File: config.mk
export PLATFORM = sky130hd
export DESIGN_NAME = unidade_de_busca_flat
export DESIGN_NICKNAME = d
export VERILOG_FILES = /design/src/rtl/unidade_de_busca_if.sv /design/src/rtl/unidade_de_busca.sv /design/src/flat_wrapper.sv
export SDC_FILE = /design/constraint.sdc
export NUM_CORES = 1
export LEC_CHECK = 0
export ABC_AREA = 1
export BUFFER_PORTS_ARGS = -buffer_cell sky130_fd_sc_hd__clkbuf_2
export CAP_MARGIN = 5
export CORE_MARGIN = 1
export CORE_UTILIZATION = 50
export DETAILED_ROUTE_END_ITERATION = 8
export GPL_TIMING_DRIVEN = 0
export PLACE_DENSITY = 0.76
export SLEW_MARGIN = 10
export SYNTH_ARGS = -nofsm -noshare
export SYNTH_HDL_FRONTEND = slang
export SYNTH_SLANG_ARGS = --single-unit
File: constraint.sdc
create_clock -name clock -period 1.8 [get_ports clock]
set_input_delay 0.09 -clock clock [delete_from_list [all_inputs] [get_ports clock]]
set_output_delay 0.09 -clock clock [all_outputs]
set_load 0.02 [all_outputs]
File: src/rtl/unidade_de_busca_if.sv
// Fetch-stage bundle between the sequencing unit (master) and the instruction memory / datapath (slave).
// With PASSO_A_PASSO_EN defined the bundle also carries the single-step mode select.
interface unidade_de_busca_if;
    logic [31:0] instrucao;
    logic        condicao;
    logic [31:0] dadoRegistrador;
    logic        entradaConfirmada;
`ifdef PASSO_A_PASSO_EN
    logic        modoPasso;
`endif
    logic [31:0] endereco;
    logic        habilitaExecucao;
    logic        parado;
    logic        aguardandoEntrada;
    logic [31:0] contadorInstrucoes;

`ifdef PASSO_A_PASSO_EN
    modport master (
        input  instrucao, condicao, dadoRegistrador, entradaConfirmada, modoPasso,
        output endereco, habilitaExecucao, parado, aguardandoEntrada, contadorInstrucoes
    );
    modport slave (
        output instrucao, condicao, dadoRegistrador, entradaConfirmada, modoPasso,
        input  endereco, habilitaExecucao, parado, aguardandoEntrada, contadorInstrucoes
    );
`else
    modport master (
        input  instrucao, condicao, dadoRegistrador, entradaConfirmada,
        output endereco, habilitaExecucao, parado, aguardandoEntrada, contadorInstrucoes
    );
    modport slave (
        output instrucao, condicao, dadoRegistrador, entradaConfirmada,
        input  endereco, habilitaExecucao, parado, aguardandoEntrada, contadorInstrucoes
    );
`endif
endinterface

File: src/rtl/unidade_de_busca.sv
// Fetch/sequencing stage: program counter, control-flow decode and commit gating.
// Optional single-step mode is compiled in with the PASSO_A_PASSO_EN macro.
module unidade_de_busca #(
    parameter logic [31:0] END_INICIAL    = 32'd1,
    parameter logic [4:0]  OP_DESVIO_COND = 5'd12,
    parameter logic [4:0]  OP_SALTO       = 5'd16,
    parameter logic [4:0]  OP_PARADA      = 5'd18,
    parameter logic [4:0]  OP_ENTRADA     = 5'd19,
    parameter logic [4:0]  OP_SALTO_REG   = 5'd27
) (
    input  logic               clock,
    input  logic               reset,
    unidade_de_busca_if.master bus
);

    typedef enum logic [1:0] {
        INICIO         = 2'd0,
        EXECUTA        = 2'd1,
        ESPERA_ENTRADA = 2'd2,
        PARADO         = 2'd3
    } estado_t;

    estado_t     r_estado;
    estado_t     w_prox_estado;
    logic [31:0] r_pc;
    logic [31:0] w_pc_prox;
    logic [31:0] r_contador;
    logic        r_sinc1;
    logic        r_sinc2;
    logic        r_sinc_ant;
    logic        w_conf_p;
    logic        w_avanca;
    logic [4:0]  w_op;
    logic [31:0] w_pc_mais1;
    logic        w_hab;
    logic        w_parado;
    logic        w_aguard;

    assign w_op       = bus.instrucao[31:27];
    assign w_pc_mais1 = r_pc + 32'd1;
    assign w_conf_p   = r_sinc2 & ~r_sinc_ant;

    // In step mode EXECUTA may only advance on a confirm pulse.
`ifdef PASSO_A_PASSO_EN
    assign w_avanca = ~bus.modoPasso | w_conf_p;
`else
    assign w_avanca = 1'b1;
`endif

    always_ff @(posedge clock or negedge reset) begin
        if (!reset) begin
            r_sinc1    <= 1'b0;
            r_sinc2    <= 1'b0;
            r_sinc_ant <= 1'b0;
        end else begin
            r_sinc1    <= bus.entradaConfirmada;
            r_sinc2    <= r_sinc1;
            r_sinc_ant <= r_sinc2;
        end
    end

    always_ff @(posedge clock or negedge reset) begin
        if (!reset) begin
            r_estado   <= INICIO;
            r_pc       <= END_INICIAL;
            r_contador <= 32'd0;
        end else begin
            r_estado <= w_prox_estado;
            r_pc     <= w_pc_prox;
            if (w_hab) begin
                r_contador <= r_contador + 32'd1;
            end
        end
    end

    always_comb begin
        w_prox_estado = r_estado;
        w_pc_prox     = r_pc;
        case (r_estado)
            INICIO: begin
                w_prox_estado = EXECUTA;
            end
            EXECUTA: begin
                if (w_avanca) begin
                    case (w_op)
                        OP_SALTO:       w_pc_prox = {5'b0, bus.instrucao[26:0]};
                        OP_DESVIO_COND: w_pc_prox = bus.condicao ? {15'b0, bus.instrucao[16:0]} : w_pc_mais1;
                        OP_SALTO_REG:   w_pc_prox = bus.dadoRegistrador;
                        OP_PARADA:      w_prox_estado = PARADO;
                        OP_ENTRADA:     w_prox_estado = ESPERA_ENTRADA;
                        default:        w_pc_prox = w_pc_mais1;
                    endcase
                end
            end
            ESPERA_ENTRADA: begin
                if (w_conf_p) begin
                    w_pc_prox     = w_pc_mais1;
                    w_prox_estado = EXECUTA;
                end
            end
            PARADO: begin
                w_prox_estado = PARADO;
            end
            default: begin
                w_prox_estado = INICIO;
            end
        endcase
    end

    always_comb begin
        w_hab    = 1'b0;
        w_parado = 1'b0;
        w_aguard = 1'b0;
        case (r_estado)
            EXECUTA: begin
                case (w_op)
                    OP_PARADA, OP_ENTRADA: w_hab = 1'b0;
                    default:               w_hab = w_avanca;
                endcase
            end
            ESPERA_ENTRADA: begin
                w_aguard = 1'b1;
                w_hab    = w_conf_p;
            end
            PARADO: begin
                w_parado = 1'b1;
            end
            default: begin
                w_hab = 1'b0;
            end
        endcase
    end

    assign bus.endereco           = r_pc;
    assign bus.habilitaExecucao   = w_hab;
    assign bus.parado             = w_parado;
    assign bus.aguardandoEntrada  = w_aguard;
    assign bus.contadorInstrucoes = r_contador;

endmodule
File: src/flat_wrapper.sv
// flat-port wrapper written by rule: the top's interface ports become plain ports
module unidade_de_busca_flat 
#(
    parameter logic [31:0] END_INICIAL    = 32'd1,
    parameter logic [4:0]  OP_DESVIO_COND = 5'd12,
    parameter logic [4:0]  OP_SALTO       = 5'd16,
    parameter logic [4:0]  OP_PARADA      = 5'd18,
    parameter logic [4:0]  OP_ENTRADA     = 5'd19,
    parameter logic [4:0]  OP_SALTO_REG   = 5'd27
)
  (clock, reset, bus_instrucao, bus_condicao, bus_dadoRegistrador, bus_entradaConfirmada, bus_endereco, bus_habilitaExecucao, bus_parado, bus_aguardandoEntrada, bus_contadorInstrucoes);
  unidade_de_busca_if bus_i ();
  input  logic clock;
  input  logic reset;
  input wire logic [$bits(bus_i.instrucao)-1:0] bus_instrucao;
  input wire logic [$bits(bus_i.condicao)-1:0] bus_condicao;
  input wire logic [$bits(bus_i.dadoRegistrador)-1:0] bus_dadoRegistrador;
  input wire logic [$bits(bus_i.entradaConfirmada)-1:0] bus_entradaConfirmada;
  output wire logic [$bits(bus_i.endereco)-1:0] bus_endereco;
  output wire logic [$bits(bus_i.habilitaExecucao)-1:0] bus_habilitaExecucao;
  output wire logic [$bits(bus_i.parado)-1:0] bus_parado;
  output wire logic [$bits(bus_i.aguardandoEntrada)-1:0] bus_aguardandoEntrada;
  output wire logic [$bits(bus_i.contadorInstrucoes)-1:0] bus_contadorInstrucoes;
  assign bus_i.instrucao = bus_instrucao;
  assign bus_i.condicao = bus_condicao;
  assign bus_i.dadoRegistrador = bus_dadoRegistrador;
  assign bus_i.entradaConfirmada = bus_entradaConfirmada;
  assign bus_endereco = bus_i.endereco;
  assign bus_habilitaExecucao = bus_i.habilitaExecucao;
  assign bus_parado = bus_i.parado;
  assign bus_aguardandoEntrada = bus_i.aguardandoEntrada;
  assign bus_contadorInstrucoes = bus_i.contadorInstrucoes;
  unidade_de_busca #(.END_INICIAL(END_INICIAL), .OP_DESVIO_COND(OP_DESVIO_COND), .OP_SALTO(OP_SALTO), .OP_PARADA(OP_PARADA), .OP_ENTRADA(OP_ENTRADA), .OP_SALTO_REG(OP_SALTO_REG)) u_core (.clock(clock), .reset(reset), .bus(bus_i));
endmodule
==> reports/results.ini <==
[sta]
hold_viol=0
finalMaxSlewViolations=0
max-slew-margin-rel_pct=63.7
worstMarginPinSlew_ps=543
worst_slack_ps=69.0
rsz0062_at_grt=true
whs_ps=34.3
fin_crit_sh_pct=96.2
finalSetupViolCount=0
period_minus_slack_ps=1730
clock_skew_ps=16.6
timing.fmax_mhz=578

[global_route]
grt_pass1_vias=5001
grt_pass1_wl_mm=24.0
grt_overflow=0
grt_max_degree=41
antenna_found_initial=0
gr-usage-all-layers_pct=29.9

[logic_synthesis]
synth-compound-area-share_pct=4.77
yosys.area_share.adder_pct=1.22
synth_top_area_share_pct=33.3
syn_area_um2=5110
ys_ff_latch=69
netlist_top_cells_area=dfrtp_1 (33%), nand2_1 (26%), nor2_1 (8.7%), inv_1 (4.2%), nand3_1 (3.3%)
synth_top_family_by_area=simple AND/OR/NAND/NOR gates
avgSynthCellArea_um2=6.34
synth_edf_count=0
synth_fp_nets=879
synth_cell_type_count=37
synthArstFlopShare_pct=100
synthMuxAreaShare_pct=0
yosysWarningCount=0
synthXorXnorAreaFrac_pct=4.97
synthCells=806
synth_simple_gate_area_share_pct=47.9
yosysSeqAreaShare_pct=33.8
synth_top_cell_by_area=dfrtp_1
ys.flop_type=dfrtp_1

[floorplanning]
ios=135
row_count=36
die-width_um=103
core-area_um2=9820
die_area_um2=10600
initial_utilization_pct=52.0
die_h_um=103

[clock_network]
cts_sinks=69
clockBufferDepth=2
cts.clk_slew.worst_paths_ps=90
root_buffer=clkbuf_8
tritoncts=built
htree_levels=3
numCtsBuffers=9
clock_latency_ps=360

[run_status]
outcome=complete, no violations

[critical_path]
crit_required_ps=2090
worstSetupPathType=reg2reg
critical_path.max_fanout=5
cp-start-kind=flip-flop
cp_data_arrival_time_ps=2030
crit_path_end_kind=flip-flop

[power]
ir_drop_mv=0.595
power_density_nw_per_um2=1120
p_leak_nw=3.36

[place]
place.gp.congestion=0.937
dp_hpwl_mm=11.7
place_inst=1074
portBuffers=134
dpl_cell_area_um2=5970
place_ws_ps=-217

[min_path]
hold_class=in2reg

[routing]
drt-total-wl_mm=15.1
dr.pass1.iters=5
drt_iter0_drc=454
vias=5648
via_per_inst=5.12
wire_per_inst_um=13.7
post-route-drc-count=0
ant_nets=0

[layout]
nets=1038
drive_gt1_share_pct=25.1
instances_no_fill=1103
area_growth_pct=26.2
utilization_pct=65.7
final_area_um2=6450
fill_cells=950
n_antenna_cell=0

[flow_run]
maxCapViolCount=0

==> synth_stat cells (2+ instances only) <==
| master | count |
|---|---|
| ha_1 | 5 |
| nand3b_1 | 11 |
| nand2_1 | 359 |
| o21ai_1 | 6 |
| nand3_1 | 34 |
| xor2_1 | 14 |
| nand2_4 | 2 |
| nor2_4 | 5 |
| xnor2_1 | 15 |
| inv_1 | 57 |
| or2_2 | 2 |
| a21boi_0 | 3 |
| inv_2 | 4 |
| nand3_4 | 2 |
| a21oi_1 | 27 |
| buf_4 | 3 |
| nand2_2 | 6 |
| buf_6 | 7 |
| nand3_2 | 2 |
| a22oi_1 | 2 |
| nand4_1 | 10 |
| nor3_1 | 14 |
| nor2_1 | 119 |
| nor2_2 | 6 |
| o21ai_0 | 7 |
| buf_2 | 6 |
| dfrtp_1 | 68 |
==> logic make-up after synthesis <==
family / count (synthesis)
adder cells (fa/ha/maj): 5
AND/OR/NAND/NOR: 577
XOR/XNOR: 29
buffers and inverters: 80
flip-flops: 69
AO/OA/AOI/OAI: 46
==> what timing repair did <==
action	4_1_cts	5_1_grt
pin swaps	0	10
hold endpoints to repair	30	0
buffers inserted	1	10
setup endpoints to repair	20	43
cloned	0	0
resized for setup	10	48
hold buffers	2	0
==> path summary, 6_finish.rpt <==
path	end	start	cells past startpoint	slack [ps]
max	u_core.bus.endereco[12]	u_core.bus.endereco[0]	9	70
min	u_core.bus.endereco[29]	bus_dadoRegistrador[29]	3	30
max reg2reg	u_core.bus.endereco[12]	u_core.bus.endereco[0]	9	70
min reg2reg	u_core.r_sinc2	u_core.r_sinc1	0	380
max in group asynchronous	u_core.bus.endereco[0]	reset	3	930
min in group asynchronous	u_core.bus.endereco[25]	reset	2	230
==> cell usage in the layout, fill, tap and decap left out, types with 6 or more instances in the layout <==
cell type / netlist / routed
nor2_4: 5 / 10
dfrtp_1: 68 / 65
nand2_2: 6 / 8
nand3_1: 34 / 32
clkbuf_2: 0 / 132
xor2_1: 14 / 14
clkbuf_8: 0 / 10
nand2_1: 359 / 356
o21ai_0: 7 / 7
a21oi_1: 27 / 27
inv_2: 4 / 7
nor3_1: 14 / 13
nor2_1: 119 / 105
xnor2_1: 15 / 15
o21ai_1: 6 / 6
nand3b_1: 11 / 11
inv_1: 57 / 52
nor2_2: 6 / 15
buf_6: 7 / 9
buf_4: 3 / 16
nand4_1: 10 / 10
==> critical path, stage by stage (launching register included) <==
cell	delay [ps]
dfstp_2	600
ha_4	180
nand2_4	70
nor2_4	220
inv_2	90
o21ai_0	190
nand2_1	90
nor2_2	110
nor2_1	40
nor2_1	80
==> report_power, final <==
group	switching (mW)	internal, mW	leakage, nW
Clock	0.661	0.644	0.0996
Combinational	2.16	1.26	2.41
Sequential	0.579	1.92	0.848
==> per-layer routing <==
layer	share of wire (%)	vias up	GRT usage, %
li1	-	2826	-
met2	43	246	44.8
met3	10	23	5.83
met4	1.3	0	7.58
met1	46	2553	44.0
met5	0	-	0
==> through the flow <==
stage	total power [mW]	setup TNS, ps
floorplan	4.42	0
global placement	5.46	-907
detailed placement	5.49	-1350
CTS	6.88	0
global route	7.77	-271
finish	7.22	0
==> final cells by class <==
class                      instances  area [um^2]  share of cell area (%)
clock inverter                     7         73.8                    1.14
inverter                          63          244                    3.78
clock buffer                       9          124                    1.92
multi-input combinational        657         3140                    48.7
timing repair buffer             148          805                    12.5
tap                              133          166                    2.58
sequential                        69         1730                    26.9
buffer                            17          164                    2.54
==> flip-flops by register name, indices dropped and copies added, names as in the netlist <==
| name | cells |
|---|---|
| u_core.r_sinc1 | 1 |
| u_core.bus.contadorInstrucoes | 32 |
| u_core.bus.endereco | 32 |
| u_core.r_sinc2 | 1 |
| u_core.r_sinc_ant | 1 |
| u_core.r_estado | 2 |
No activity file was read; power rests on OpenSTA's default activity.
